--- src/rtl/jump_controller.sv ---
// Frame-stepped vertical-motion sequencer for the T-rex sprite: jump FSM,
// signed velocity and Y position, gravity integrated once per frame tick.
module jump_controller #(
  parameter int unsigned GROUND_Y   = 300,
  parameter int unsigned INIT_SPEED = 20,
  parameter int unsigned G          = 1,
  parameter int unsigned FAST_G     = 2,
  parameter int unsigned VW         = 11
) (
  input  logic                 clk,
  input  logic                 rst,
  input  logic                 frame_tick,
  input  logic                 jump,
  input  logic                 duck,
  output logic [31:0]          Y,
  output logic signed [VW-1:0] velocity,
  output logic                 airborne,
  output logic                 landed,
  output logic [1:0]           state
);

  typedef enum logic [1:0] {
    GROUND = 2'd0,
    AIR    = 2'd1,
    LAND   = 2'd2
  } state_t;

  localparam logic signed [32:0]   GROUND_S = 33'(GROUND_Y);
  localparam logic signed [VW-1:0] LAUNCH_V = VW'(0) - VW'(INIT_SPEED);
  localparam logic signed [VW:0]   G_EXT    = (VW+1)'(G);
  localparam logic signed [VW:0]   FG_EXT   = (VW+1)'(FAST_G);
  localparam logic signed [VW:0]   VMAX_EXT = (VW+1)'(2**(VW-1) - 1);
  localparam logic signed [VW-1:0] VMAX_V   = VMAX_EXT[VW-1:0];

  state_t                 state_q;
  logic [31:0]            yPos_q;
  logic signed [VW-1:0]   vel_q;
  logic                   jump_q;
  logic                   pending_q;
  logic                   landed_q;
  logic                   airborne_q;

  logic                   jumpEdge_d;
  logic                   launch_d;
  logic signed [32:0]     yNext_d;
  logic signed [VW:0]     velSum_d;
  logic signed [VW-1:0]   velSat_d;

  // Candidate air-step values; one extra bit keeps the sums free of overflow.
  always_comb begin
    jumpEdge_d = jump & ~jump_q;
    launch_d   = pending_q | jumpEdge_d;
    yNext_d    = $signed({1'b0, yPos_q}) + 33'(vel_q);
    velSum_d   = (VW+1)'(vel_q) + G_EXT + (duck ? FG_EXT : '0);
    velSat_d   = (velSum_d > VMAX_EXT) ? VMAX_V : velSum_d[VW-1:0];
  end

  always_ff @(posedge clk) begin
    if (rst) begin
      state_q    <= GROUND;
      yPos_q     <= 32'(GROUND_Y);
      vel_q      <= '0;
      jump_q     <= 1'b0;
      pending_q  <= 1'b0;
      landed_q   <= 1'b0;
      airborne_q <= 1'b0;
    end else begin
      jump_q   <= jump;
      landed_q <= 1'b0;
      if (frame_tick) begin
        unique case (state_q)
          GROUND, LAND: begin
            // LAND behaves like GROUND for launching, giving a one-frame jump buffer.
            if (launch_d) begin
              vel_q      <= LAUNCH_V;
              state_q    <= AIR;
              airborne_q <= 1'b1;
              pending_q  <= 1'b0;
            end else begin
              state_q <= GROUND;
            end
          end
          AIR: begin
            if (!yNext_d[32] && (yNext_d >= GROUND_S)) begin
              yPos_q     <= 32'(GROUND_Y);
              vel_q      <= '0;
              state_q    <= LAND;
              airborne_q <= 1'b0;
              landed_q   <= 1'b1;
            end else if (yNext_d[32]) begin
              yPos_q <= '0;
              vel_q  <= '0;
            end else begin
              yPos_q <= yNext_d[31:0];
              vel_q  <= velSat_d;
            end
          end
          default: begin
            state_q    <= GROUND;
            airborne_q <= 1'b0;
          end
        endcase
      end else if (jumpEdge_d && (state_q != AIR)) begin
        pending_q <= 1'b1;
      end
    end
  end

  assign Y        = yPos_q;
  assign velocity = vel_q;
  assign airborne = airborne_q;
  assign landed   = landed_q;
  assign state    = state_q;

endmodule
--- config.mk ---
export PLATFORM = sky130hd
export DESIGN_NAME = jump_controller
export DESIGN_NICKNAME = d
export VERILOG_FILES = /design/src/rtl/jump_controller.sv
export SDC_FILE = /design/constraint.sdc
export NUM_CORES = 1
export LEC_CHECK = 0
export CAP_MARGIN = 20
export CORE_AREA = 2 2 92 94
export CTS_CLUSTER_SIZE = 8
export DETAILED_ROUTE_END_ITERATION = 12
export DIE_AREA = 0 0 94 96
export HOLD_SLACK_MARGIN = 0.12
export PLACE_DENSITY = 0.76
export SLEW_MARGIN = 20
export SYNTH_ARGS = -nofsm -noshare
export SYNTH_HDL_FRONTEND = slang
export SYNTH_SLANG_ARGS = --single-unit
--- constraint.sdc ---
create_clock -name clk -period 4 [get_ports clk]
set_input_delay 0.8 -clock clk [delete_from_list [all_inputs] [get_ports clk]]
set_output_delay 0.8 -clock clk [all_outputs]
set_load 0.05 [all_outputs]
==> results of run 1 <==
-- final cells by class --
cell class / count / area [sq um]
Fill cell: 772 / 3320
Clock buffer: 5 / 68.8
Tap cell: 105 / 131
Multi-Input combinational cell: 419 / 2870
Timing Repair Buffer: 64 / 621
Inverter: 10 / 37.5
Clock inverter: 3 / 25.0
Sequential cell: 49 / 982
-- worst paths after layout --
check | endpoint | cells past startpoint
worst max-delay path | Y[5] | 14
worst min-delay path | Y[4] | 2
worst max register to register | Y[5] | 14
worst min register to register | Y[4] | 2
-- state kept, by name, summed over array words and instances, names as in the netlist --
signal	count
pending_q	1
velocity	11
airborne	1
state	2
jump_q	1
landed	1
Y	32
-- cells by family (layout without fill, tap and decap cells) --
group,Yosys count,in the layout,synth area share
flip-flops,49,49,0.244
AO/OA/AOI/OAI,154,154,0.264
buffers and inverters,38,82,0.0436
multiplexers,4,4,0.00996
adder cells (fa/ha/maj),35,35,0.113
AND/OR/NAND/NOR,198,198,0.265
XOR/XNOR,28,28,0.0610
-- per-layer routing --
metal	GRT usage	part of all wire	up-vias
li1	-	-	1955
met1	0.305	0.46	1831
met2	0.423	0.48	120
met3	0.0305	0.041	19
met4	0.0700	0.019	0
met5	0	0	-
-- power breakdown --
part / leakage [nW] / switching (mW) / internal (mW)
clock: 0.0452 / 0.192 / 0.128
sequential: 0.398 / 0.0243 / 0.501
combinational: 1.44 / 0.213 / 0.125
total: 1.88 / 0.429 / 0.754
-- worst max-delay path: cells and delay by family (launching register included) --
family | cells | cell delay (ps)
AOI/OAI and AO/OA | 5 | 1160
and+or+nand+nor | 4 | 1090
adders and majority gates | 2 | 590
DFF | 1 | 380
buffers and inverters | 2 | 260
xor gates and xnor gates | 1 | 140
-- metrics by stage --
| stage | cells | cell area, sq um | hold slack [ps] | total power, mW | setup slack, ps |
|---|---|---|---|---|---|
| floorplan | 506 | 4020 | 464 | 0.780 | 21.4 |
| global placement | 647 | 4640 | 457 | 0.864 | 331 |
| detailed placement | 647 | 4640 | 478 | 0.870 | 219 |
| CTS | 655 | 4730 | 491 | 1.19 | 186 |
| global route | 655 | 4730 | 511 | 1.24 | 77.7 |
| finish | 655 | 4730 | 483 | 1.18 | 271 |
-- layout by cell type, fill, tap and decap left out, drive strengths merged, types with 4 or more instances in the layout --
| cell | n |
|---|---|
| xnor2 | 12 |
| o21bai | 5 |
| a221oi | 4 |
| a21o | 10 |
| xor2 | 16 |
| nand2 | 44 |
| and2 | 31 |
| nor3 | 20 |
| nand2b | 6 |
| nand4 | 17 |
| nor2b | 5 |
| a31oi | 16 |
| nand3 | 15 |
| inv | 12 |
| o21a | 5 |
| and3 | 4 |
| a211o | 6 |
| nor4 | 5 |
| o211ai | 7 |
| a21oi | 46 |
| nor2 | 37 |
| clkdlybuf4s50 | 51 |
| clkbuf | 5 |
| a211oi | 5 |
| buf | 13 |
| o21ai | 24 |
| mux2i | 4 |
| dfxtp | 49 |
| ha | 33 |
==> impl_results.md, run 1 <==
* TritonCTS Buffers at 5
* Sequential share of the synthesized area at 0.244
* Die width at 94 microns
* Nets at 589
* Netlist cell types at 69
* Drt first pass iters at 5
* Post-synth top area share at 0.244
* Hold bufs inserted after CTS at 0
* Max Clk Rate at 268 MHz
* Max clock buf depth at 2
* Setup Crit Path Kind: reg2reg
* Chip Height at 96 microns
* VDD IR-drop max at 131 uV
* Vias per cell at 5.99
* Grt total ovfl at 0
* Wirelength, routed at 10800 microns
* Cell taking the most area after synthesis: dfxtp_1
* Ant diodes at 0
* Wire per inst at 16.4 microns
* Average size of a mapped cell at 7.94 sq um
* HP Class: reg2reg
* Initial antenna violation count at 0
* Final Max Tran Viols at 0
* Gr usage total at 0.239
* Util after Layout at 0.588
* Area Growth Syn to Fin at 17.8%
* Post-synthesis async set-or-reset flop share at 0
* Number of cell rows at 33
* Syn nets at 546
* Clk Latency, worst-skew pair at 310 ps
* Hold_sp: Y[4]
* Leak at 1.88 nW
* Most frequent cell after synthesis: dfxtp_1
* Placer Congestion at 0.951
* Syn. warnings at 0
* Status: finished, final reports clean
* Htree depth at 2
* Crit. End Element: register
* Largest net degree at the start of global routing at 28
* Setup slack, reg-to-reg at 270 ps
* Clk_skew at 10.6 ps
* Synthesized instance count at 506
* ANT nets after route at 0
* Max-cap violations at 0
* Crit-path cells: ha_1, inv_1, fa_1, nand2b_1, a211oi_2, o21ai_1, a311oi_1, nor2_1, xnor2_1, or4_4, nor4_4, buf_12, a31oi_1, a211o_1
* Critical path required time at 4210 ps
* Remaining DRCs at 0
* Slew HR at 0.588
* First-pass GRT wire length at 17400 microns
* Synth top area cells: dfxtp_1, ha_1, a21oi_1
* DRT iter0 DRCs at 182
* Yosys reg bits at 49
* Slowest stage delay, CP at 530 ps
* Core area at 8050 sq um
* Via count at 3925
* Slowest CP cell: or4_4
* Top-Level Pins at 52
* Final Critical Period at 3730 ps
* Post-synth EDFFs at 0
* Pwr dens at 250 nW/um^2
* Initial core utilization at 0.499
* Setup TNS at 0 ps
* Critical Path AT at 3940 ps
* Share of cells above drive strength 1 at 0.0800
* CP Launch Point: Y[0]
* Crit path max fanout at 22
* R2R Path Start: Y[0]
* RSZ-0062 raised after global routing: false
* Startpoint Class: register
* Clock slew at reported path FFs at 100 ps
* I/O Buffers at 51
* Top cells by count, synth: dfxtp_1, a21oi_1, nand2_1, nor2_1, ha_1
* Post-CTS sizing at 0
* Die area at 9020 sq um
* Vias in the first global route at 3706
* Syn Std Cell Area at 4020 sq um
* Detail Placement HPWL at 8310 microns
* Post-CTS Setup Inserts at 0
* Leading register cell type out of synthesis: dfxtp_1
* Final Hold Fails at 0
* TritonCTS clock tree: yes
* CTS root buf: clkbuf_8
* Worst-Margin Slew at 616 ps
* Sink Count at 49
* Fin crit share at 0.932
* Final count of negative-setup-slack endpoints at 0
(Power assumes the default switching activity.)
==> inputs of run 2 (changes only) <==
==> constraint.sdc (replaced) <==
create_clock -name clk -period 4 [get_ports clk]
set_input_delay 0.8 -clock clk [delete_from_list [all_inputs] [get_ports clk]]
set_output_delay 0.8 -clock clk [all_outputs]
set_load 0.02 [all_outputs]
==> run 2 against run 1 <==
  * Register-to-register slack worse by 40 ps
  * Non-clock buffer count is 4 higher
  * Worst hold slack better by 7.3 ps
  * Via count is 2.3% higher
  * Count of clock-buffer cells in the layout stayed put
  * Sequential share of layout area is 0.23 points lower
  * Combinational power is 3% lower
  * Critical path type unchanged
==> impl_results.md, run 2 (synthesized netlist as in run 1, its figures left out) <==
* Status: finished, final reports clean
* Reg power frac at 0.446
* Max clock buf depth at 2
* Top-Level Pins at 52
* Filler Cells Inserted at 745
* Htree depth at 2
* Slew HR at 0.663
* Max Clk Rate at 266 MHz
* Most common cell after layout, fill and taps aside: clkdlybuf4s50_1
* Via count at 4014
* Critical path required time at 4200 ps
* Internal Pwr Total at 0.761 mW
* Number of cell rows at 33
* Vias per cell at 6.09
* Worst-Margin Slew at 505 ps
* Final Max Tran Viols at 0
* Pwr dens at 243 nW/um^2
* TritonCTS clock tree: yes
* ANT nets after route at 0
* Die width at 94 microns
* DRT iter0 DRCs at 200
* Detail Placement HPWL at 8350 microns
* Largest register FFs at 32
* Area Growth Syn to Fin at 19.0%
* I/O Buffers at 51
* Area of the multi-input gates at 2880 sq um
* VDD IR-drop max at 140 uV
* Hold bufs inserted after CTS at 0
* Core area at 8050 sq um
* Final Hold Fails at 0
* Metal3 WL at 552 microns
* Clk Latency, worst-skew pair at 310 ps
* Comb pwr share at 0.282
* Setup Crit Path Kind: reg2reg
* Largest net degree at the start of global routing at 28
* WL met2 at 5250 microns
* Post-CTS Setup Inserts at 0
* M1 WL at 4850 microns
* Ant diodes at 0
* Total net switching power at 0.403 mW
* Largest delay share family, worst path: compound AO/OA/AOI/OAI gates
* Setup slack at placement at 126 ps
* Share of cells above drive strength 1 at 0.0866
* Grt total ovfl at 0
* Placer Congestion at 0.915
* Post-route worst setup slack at 235 ps
* Worst Path Buf+Inv at 2
* Wirelength, routed at 10900 microns
* Max-cap violations at 0
* Vias in the first global route at 3677
* TritonCTS Buffers at 5
* Hold_sp: Y[7]
* Remaining DRCs at 0
* Post-CTS sizing at 0
* Net Sw Frac at 0.346
* Die area at 9020 sq um
* Gr usage total at 0.244
* RSZ-0062 raised after global routing: false
* R2R Path Start: velocity[10]
* Nets at 593
* Clock power share at 0.273
* First-pass GRT wire length at 17700 microns
* CP Launch Point: velocity[10]
* Register area at 981 sq um
* Sink Count at 49
* Slowest CP cell: or4_4
* Initial antenna violation count at 0
* Wire per inst at 16.6 microns
* Top Layer Used: met4
* Crit-path cells: buf_12, ha_1, a21o_1, a31oi_1, o211ai_2, nand2_1, nor3_1, mux2i_1, or4_4, nor4_4, buf_12, a31oi_1, a211o_1
* Crit path max fanout at 22
* Setup TNS at 0 ps
* PnR Total Power at 1.16 mW
* Util after Layout at 0.594
* Hold_ws at 491 ps
* Critical Path AT at 3970 ps
* HP Class: reg2reg
* Final count of negative-setup-slack endpoints at 0
* Crit. End Element: register
* Startpoint Class: register
* Final Critical Period at 3760 ps
* Chip Height at 96 microns
* Initial core utilization at 0.499
* Fin crit share at 0.941
* CTS root buf: clkbuf_8
* Most frequent cells in the layout: clkdlybuf4s50_1, dfxtp_1, a21oi_1
* Leak at 1.90 nW
* Slowest stage delay, CP at 550 ps
* Clock slew at reported path FFs at 100 ps
* Drt first pass iters at 4
* Clk_skew at 14.4 ps
[run 2: cell types whose count changed in the layout (fill, tap and decap cells not counted), sizes merged]
cell,delta
buf,+4
[run 2: final timing paths]
kind                to  slack (ps)  cells past startpoint
setup / recovery  Y[5]         240                     13
hold / removal    Y[7]         490                      2
setup reg to reg  Y[5]         240                     13
hold reg to reg   Y[7]         490                      2
[run 2: layer usage]
metal	vias to the layer above	global-route usage
met5	-	0
met4	0	0.0833
met3	19	0.0368
met2	134	0.419
met1	1893	0.313
li1	1968	-
[run 2: stage by stage]
stage          cells  area [sq um]
2_1_floorplan    506          4020
3_3_place_gp     651          4680
3_5_place_dp     651          4680
4_1_cts          659          4770
5_1_grt          659          4780
6_report         659          4780
[run 2: power by group through the flow]
| stage | Sequential [mW] | Clock (mW) | Combinational, mW |
|---|---|---|---|
| final | 0.519 | 0.317 | 0.328 |
| after global routing | 0.521 | 0.347 | 0.356 |
| after CTS | 0.519 | 0.326 | 0.325 |
| after detailed placement | 0.530 | 0 | 0.323 |
| after global placement | 0.530 | 0 | 0.317 |
| after floorplan | 0.546 | 0 | 0.207 |
[run 2: final cells by class]
class	count	share of cell area
multi-input combinational	419	0.601
clock buffer	5	0.0144
inverter	10	0.00785
clock inverter	3	0.00523
timing repair buffer	68	0.139
sequential	49	0.205
tap	105	0.0275
[run 2: worst reg2reg max path, stage by stage (launching register included)]
cell,delay (ps)
dfxtp_1,420
buf_12,180
ha_1,350
a21o_1,260
a31oi_1,430
o211ai_2,220
nand2_1,190
nor3_1,80
mux2i_1,140
or4_4,550
nor4_4,270
buf_12,200
a31oi_1,90
a211o_1,270
